<file path="src/rtl/npn_pkg.sv">
// Shared definitions for the NPN truth-table stream evaluator.
//
// Contents:
//   DEFAULT_TT_4IN  truth table loaded at reset for the 4-input default
//   perm_vec_t      permutation vector sized for the largest supported input count
//   idx_w()         permutation field width for an n-input function
//   identity_perm() packed permutation with field k = k
//   perm_ok()       checks that a packed permutation is a true permutation of 0..n-1
package npn_pkg;

  localparam int unsigned MAX_INPUTS = 6;
  localparam int unsigned MAX_IDX_W  = 3;
  localparam int unsigned MAX_PERM_W = MAX_INPUTS * MAX_IDX_W;

  localparam logic [15:0] DEFAULT_TT_4IN = 16'h1689;

  typedef logic [MAX_PERM_W-1:0] perm_vec_t;

  // Smallest width w >= 1 with 2**w >= n.
  function automatic int unsigned idx_w(input int unsigned n);
    int unsigned w;
    w = 1;
    for (int unsigned i = 1; i < 8; i++) begin
      if ((32'd1 << i) < n) w = i + 1;
    end
    return w;
  endfunction

  function automatic perm_vec_t identity_perm(input int unsigned n);
    perm_vec_t    p;
    int unsigned  w;
    p = '0;
    w = idx_w(n);
    for (int unsigned k = 0; k < MAX_INPUTS; k++) begin
      if (k < n) p = p | (perm_vec_t'(k) << (k * w));
    end
    return p;
  endfunction

  // Valid when every field is in range and no source index is used twice.
  function automatic logic perm_ok(input perm_vec_t perm, input int unsigned n);
    logic         ok;
    logic [7:0]   seen;
    int unsigned  w;
    int unsigned  f;
    ok   = 1'b1;
    seen = '0;
    w    = idx_w(n);
    for (int unsigned k = 0; k < MAX_INPUTS; k++) begin
      if (k < n) begin
        f = 32'((perm >> (k * w)) & ((perm_vec_t'(1) << w) - perm_vec_t'(1)));
        if (f >= n) begin
          ok = 1'b0;
        end else if (seen[f[2:0]]) begin
          ok = 1'b0;
        end else begin
          seen[f[2:0]] = 1'b1;
        end
      end
    end
    return ok;
  endfunction

endpackage

</file>
<file path="src/rtl/npn_xform.sv">
// Combinational input transform: negate selected inputs, then permute.
//
// Ports:
//   x     raw input vector
//   neg   per-input negation mask, applied before permutation
//   perm  packed fields; field k selects the source input for output bit k
//   y     transformed vector, y[k] = (x ^ neg)[perm field k]
module npn_xform
  import npn_pkg::*;
#(
  parameter int unsigned NUM_INPUTS = 4,
  parameter int unsigned IDX_W      = idx_w(NUM_INPUTS)
) (
  input  logic [NUM_INPUTS-1:0]       x,
  input  logic [NUM_INPUTS-1:0]       neg,
  input  logic [NUM_INPUTS*IDX_W-1:0] perm,
  output logic [NUM_INPUTS-1:0]       y
);

  // Pad to a power of two so every field value indexes a real bit; out-of-range
  // fields never reach here because the top rejects them at configuration.
  localparam int unsigned VW = 1 << IDX_W;

  logic [VW-1:0] v;

  always_comb begin
    v = VW'(x ^ neg);
    y = '0;
    for (int k = 0; k < NUM_INPUTS; k++) begin
      y[k] = v[perm[k*IDX_W +: IDX_W]];
    end
  end

endmodule

</file>
<file path="src/rtl/npn_lut_stream.sv">
// Streaming evaluator for one programmable N-input Boolean function with a
// runtime NPN transform (input negation, input permutation, output negation).
//
// Two-stage elastic pipeline:
//   stage 1  registers the negated/permuted input vector
//   stage 2  registers the truth-table lookup, optionally inverted
//
// Ports:
//   clk, rst    clock, asynchronous active-high reset
//   cfg_valid   configuration offered; blocks new inputs so the pipeline drains
//   cfg_ready   high only when both stages are empty and rst is low
//   cfg_tt      truth table, bit i = f(index i)
//   cfg_neg     input negation mask
//   cfg_perm    packed permutation, field k = source input of transformed input k
//   cfg_oneg    output negation
//   cfg_err     one-cycle pulse after an accepted but rejected configuration
//   in_valid    input vector offered
//   in_ready    input accepted when both high
//   in_x        input vector
//   out_valid   result valid, held under backpressure
//   out_ready   downstream accepts
//   out_y       result, stable while out_valid & ~out_ready
//   eval_count  saturating count of delivered results
module npn_lut_stream
  import npn_pkg::*;
#(
  parameter int unsigned NUM_INPUTS = 4,
  parameter int unsigned TT_W       = 1 << NUM_INPUTS,
  parameter int unsigned IDX_W      = idx_w(NUM_INPUTS),
  parameter logic [63:0] DEFAULT_TT = 64'(DEFAULT_TT_4IN),
  parameter int unsigned CNT_W      = 16
) (
  input  logic                        clk,
  input  logic                        rst,
  input  logic                        cfg_valid,
  output logic                        cfg_ready,
  input  logic [TT_W-1:0]             cfg_tt,
  input  logic [NUM_INPUTS-1:0]       cfg_neg,
  input  logic [NUM_INPUTS*IDX_W-1:0] cfg_perm,
  input  logic                        cfg_oneg,
  output logic                        cfg_err,
  input  logic                        in_valid,
  output logic                        in_ready,
  input  logic [NUM_INPUTS-1:0]       in_x,
  output logic                        out_valid,
  input  logic                        out_ready,
  output logic                        out_y,
  output logic [CNT_W-1:0]            eval_count
);

  localparam int unsigned         PERM_W   = NUM_INPUTS * IDX_W;
  localparam logic [TT_W-1:0]     RST_TT   = DEFAULT_TT[TT_W-1:0];
  localparam logic [PERM_W-1:0]   RST_PERM = PERM_W'(identity_perm(NUM_INPUTS));
  localparam logic [CNT_W-1:0]    CNT_MAX  = {CNT_W{1'b1}};

  // Configuration registers
  logic [TT_W-1:0]       tt_q,   tt_d;
  logic [NUM_INPUTS-1:0] neg_q,  neg_d;
  logic [PERM_W-1:0]     perm_q, perm_d;
  logic                  oneg_q, oneg_d;
  logic                  cfg_err_q, cfg_err_d;

  // Pipeline registers
  logic                  s1_valid_q, s1_valid_d;
  logic [NUM_INPUTS-1:0] s1_v_q,     s1_v_d;
  logic                  s2_valid_q, s2_valid_d;
  logic                  s2_y_q,     s2_y_d;
  logic [CNT_W-1:0]      cnt_q,      cnt_d;

  // Handshake terms
  logic                  s2_free;
  logic                  s1_adv;
  logic                  in_fire;
  logic                  cfg_fire;
  logic                  cfg_good;
  logic                  out_fire;
  logic [NUM_INPUTS-1:0] xf_y;

  npn_xform #(
    .NUM_INPUTS (NUM_INPUTS),
    .IDX_W      (IDX_W)
  ) u_xform (
    .x    (in_x),
    .neg  (neg_q),
    .perm (perm_q),
    .y    (xf_y)
  );

  always_comb begin
    // Stage 2 can take new data when empty or when its result leaves this cycle.
    s2_free   = ~s2_valid_q | out_ready;
    s1_adv    = s1_valid_q & s2_free;
    // A pending configuration starves inputs so the pipeline empties and the
    // configuration is eventually accepted.
    in_ready  = ~rst & ~cfg_valid & (~s1_valid_q | s2_free);
    cfg_ready = ~rst & ~s1_valid_q & ~s2_valid_q;
    in_fire   = in_valid & in_ready;
    cfg_fire  = cfg_valid & cfg_ready;
    cfg_good  = perm_ok(perm_vec_t'(cfg_perm), NUM_INPUTS);
    out_fire  = s2_valid_q & out_ready;
  end

  always_comb begin
    s1_valid_d = s1_valid_q;
    s1_v_d     = s1_v_q;
    s2_valid_d = s2_valid_q;
    s2_y_d     = s2_y_q;
    cnt_d      = cnt_q;
    tt_d       = tt_q;
    neg_d      = neg_q;
    perm_d     = perm_q;
    oneg_d     = oneg_q;

    if (in_fire) begin
      s1_valid_d = 1'b1;
      s1_v_d     = xf_y;
    end else if (s1_adv) begin
      s1_valid_d = 1'b0;
    end

    // out_y only changes when a new result loads, so it stays put under
    // backpressure and after the last result drains.
    if (s2_free) begin
      s2_valid_d = s1_valid_q;
      if (s1_valid_q) s2_y_d = tt_q[s1_v_q] ^ oneg_q;
    end

    if (out_fire && (cnt_q != CNT_MAX)) cnt_d = cnt_q + 1'b1;

    // A rejected configuration completes its handshake but leaves state alone.
    if (cfg_fire && cfg_good) begin
      tt_d   = cfg_tt;
      neg_d  = cfg_neg;
      perm_d = cfg_perm;
      oneg_d = cfg_oneg;
    end
    cfg_err_d = cfg_fire & ~cfg_good;
  end

  always_ff @(posedge clk or posedge rst) begin
    if (rst) begin
      tt_q       <= RST_TT;
      neg_q      <= '0;
      perm_q     <= RST_PERM;
      oneg_q     <= 1'b0;
      cfg_err_q  <= 1'b0;
      s1_valid_q <= 1'b0;
      s1_v_q     <= '0;
      s2_valid_q <= 1'b0;
      s2_y_q     <= 1'b0;
      cnt_q      <= '0;
    end else begin
      tt_q       <= tt_d;
      neg_q      <= neg_d;
      perm_q     <= perm_d;
      oneg_q     <= oneg_d;
      cfg_err_q  <= cfg_err_d;
      s1_valid_q <= s1_valid_d;
      s1_v_q     <= s1_v_d;
      s2_valid_q <= s2_valid_d;
      s2_y_q     <= s2_y_d;
      cnt_q      <= cnt_d;
    end
  end

  assign out_valid  = s2_valid_q;
  assign out_y      = s2_y_q;
  assign cfg_err    = cfg_err_q;
  assign eval_count = cnt_q;

endmodule

</file>
<file path="config.mk">
export PLATFORM = sky130hd
export DESIGN_NAME = npn_lut_stream
export DESIGN_NICKNAME = d
export VERILOG_FILES = /design/src/rtl/npn_pkg.sv /design/src/rtl/npn_xform.sv /design/src/rtl/npn_lut_stream.sv
export SDC_FILE = /design/constraint.sdc
export NUM_CORES = 1
export LEC_CHECK = 0
export BUFFER_PORTS_ARGS = -buffer_cell sky130_fd_sc_hd__buf_4
export CAP_MARGIN = 0
export CORE_ASPECT_RATIO = 1.5
export CORE_MARGIN = 2
export CORE_UTILIZATION = 54
export CTS_CLUSTER_SIZE = 12
export DETAILED_ROUTE_END_ITERATION = 8
export PLACE_DENSITY = 0.78
export SLEW_MARGIN = 20
export SYNTH_ARGS = -nofsm -noshare
export SYNTH_HDL_FRONTEND = slang
export SYNTH_HIERARCHICAL = 1
export SYNTH_SLANG_ARGS = --single-unit
</file>
<file path="constraint.sdc">
create_clock -name clk -period 2.3 [get_ports clk]
set_input_delay 0.69 -clock clk [delete_from_list [all_inputs] [get_ports clk]]
set_output_delay 0.69 -clock clk [all_outputs]
set_load 0.05 [all_outputs]
</file>
==> flow_summary.ini <==
[synth]
yosys.area.top_type = dfrtp_1
synth_edf_count = 0
syn_nets = 236
async_reset_ff_share_pct = 100
synth_area_leaders = dfrtp_1 (41%), mux2_2 (10%), dfstp_2 (10%)
yosysSeqAreaShare_pct = 51.4
yosys.area_share.simple_pct = 7.83
synth_xor_xnor_area_share_pct = 8.07
synth_top_family_by_area = multiplexers
yosys_warnings = 6
synth_top_area_share_pct = 41.3
synthAdderAreaFrac_pct = 0.480
ys_dominant_reg_cell = dfrtp_1
synth_area_um2 = 2600
synthMuxAreaShare_pct = 24.2
syn_inst = 197
synth-compound-area-share_pct = 5.19
ys_types = 35
synth_seq_cells = 53
postSynthAreaPerCell_um2 = 13.2

[setup_path]
crit_fanout = 6
ff2ff_path_depth = 7
endpoint_kind = primary output
critPathLaunchType = flop
worstReg2RegEnd = eval_count[7]
rrSetupSlack_ps = 380
crit_required_ps = 1610
rr_startpoint = eval_count[0]
crit_type = flop to primary output
cp.arrival_ps = 1480
cp-startpoint = out_valid

[cts]
numCtsBuffers = 5
numClockSinks = 53
cts_setup_buffers = 0
cts_resized = 0
clk_path_buf_depth = 2
clk_pin_slew_worst_paths_ps = 90
clockRootBuffer = clkbuf_8
cts_hold_buf = 0
h-tree-depth = 2
clock_latency_ps = 300
cts_tree = done

[place]
gp_congestion = 0.758
hpwlAfterDp_um = 3660
place_ws_ps = 46.4
port_buffers = 58
dp_cells = 321

[floorplanning]
die-width_um = 60.7
die_h_um = 89.1
start_util_pct = 55.1
io_pins = 59
rows = 31
core_um2 = 4730
die_area_um2 = 5410

[detailed_routing]
antenna_left = 0
wl_per_cell_um = 14.4
drt-initial-drc-count = 90
drtPass1Iterations = 4
drc = 0
top_layer = met4
dr_total_vias = 1733
wl_um = 4740
wl_met1_um = 1870
viasPerCell = 5.27
routed-wl-met2_um = 2580
route.met3.wl_um = 169

[final_layout]
fill_cells = 367
finalNonFillerCells = 329
fin_nets = 301
final_util_pct = 68.6
diodes = 0
layout-drive-gt1-share_pct = 48.7
area_growth_pct = 24.5

[global_route]
grt_usage_pct = 19.2
antenna_found_initial = 0
grt_overflow = 0
grt_pass1_wl_um = 7710
grt_pass1_vias = 1760
grt_max_degree = 33

[run_status]
status = finished clean

[sta]
min_period_ps = 2170
fin_tns_setup_ps = 0
finalHoldViolCount = 0
worst_pin_slew_ps = 486
finalCritPeriodShare_pct = 94.4
slew-limit-headroom_pct = 67.5
setup_viol = 0
skew_ps = 12.3
max_freq_mhz = 461
drv_slew = 0
setup_slack_ps = 129
rsz0062_at_grt = false

[pwr]
ir_worst_vdd_uv = 636
p_leak_nw = 1.52
p_per_area_nw_per_um2 = 1020

[min_path]
min_path_type = input pin to asynchronous set/reset pin

[flow_run]
drv_cap = 0
[power by group]
part | switching, W | internal, W
Clock | 0.000280 | 0.000214
Combinational | 0.000551 | 0.000693
Sequential | 0.000273 | 0.00130
Total | 0.00110 | 0.00221
[metal layers]
| metal | vias up | GRT usage [%] |
|---|---|---|
| met2 | 44 | 33.7 |
| met3 | 10 | 3.62 |
| li1 | 836 | - |
| met1 | 843 | 22.1 |
| met5 | - | 0 |
| met4 | 0 | 9.09 |
[through the flow]
step                power, W  hold WS, ps  cell area [µm²]
floorplan            0.00249          474             2630
global placement     0.00281          484             3160
detailed placement   0.00285          496             3160
CTS                  0.00336          449             3240
global route         0.00352          470             3240
finish               0.00331          444             3240
[cell usage after synthesis, drive strengths merged (2+ instances only)]
| library cell | number |
|---|---|
| a21oi | 2 |
| a31oi | 2 |
| buf | 5 |
| dfrtp | 43 |
| dfstp | 10 |
| inv | 10 |
| mux2 | 34 |
| mux2i | 3 |
| mux4 | 8 |
| nand2 | 8 |
| nand2b | 2 |
| nand3 | 7 |
| nand4 | 5 |
| nor2 | 11 |
| nor3 | 5 |
| o211ai | 2 |
| o22ai | 4 |
| xnor2 | 11 |
| xor2 | 13 |
[logic make-up (layout without fill, tap and decap cells)]
kind of cell               Yosys count  count (layout)
AOI/OAI and AO/OA                   17              17
and+or+nand+nor                     42              42
muxes                               45              45
buffers and inverters               15              81
adders and majority gates            1               1
xor gates and xnor gates            24              24
DFF                                 53              53
[layout make-up]
cell class / count / area (µm²) / area share [%]
clock buffers: 7 / 76.3 / 2.35
repair buffers: 63 / 485 / 15.0
multi-input cells: 129 / 1220 / 37.5
clock inverters: 1 / 5.00 / 0.154
inverters: 10 / 37.5 / 1.16
well taps: 66 / 82.6 / 2.55
flip-flops and latches: 53 / 1340 / 41.3
[cells in the final DEF, fill, tap and decap left out, drive strengths merged, types with 2 or more instances in the layout]
cell,netlist,final
nand2b,2,2
xor2,13,13
clkbuf,0,7
inv,10,10
nand3,7,7
dfrtp,43,43
buf,5,63
mux4,8,8
xnor2,11,11
mux2,34,34
nor2,11,11
a21oi,2,2
mux2i,3,3
nor3,5,5
nand2,8,8
dfstp,10,10
nand4,5,5
a31oi,2,2
o22ai,4,4
o211ai,2,2
[worst max-delay path, stage by stage, from the launching register on]
cell	delay [ps]
dfrtp_1	480
nor2b_1	210
a211oi_4	250
buf_4	230
[how the worst max path moves through the flow]
| stage | endpoint | slack, ps | cells past startpoint |
|---|---|---|---|
| 2_1_floorplan | tt_q[11] | 50 | 8 |
| 6_report | in_ready | 130 | 3 |
| 3_3_place_gp | tt_q[8] | 90 | 7 |
| 4_1_cts | in_ready | 100 | 3 |
| 3_5_place_dp | tt_q[5] | 50 | 7 |
| 5_1_grt | in_ready | 60 | 3 |
[registers in the layout, indices dropped and copies added (netlist names)]
name / flops
perm_q: 8
eval_count: 16
tt_q: 16
oneg_q: 1
out_y: 1
neg_q: 4
s1_valid_q: 1
cfg_err: 1
s1_v_q: 4
out_valid: 1
Note: power is estimated with default switching activity, not from simulation.
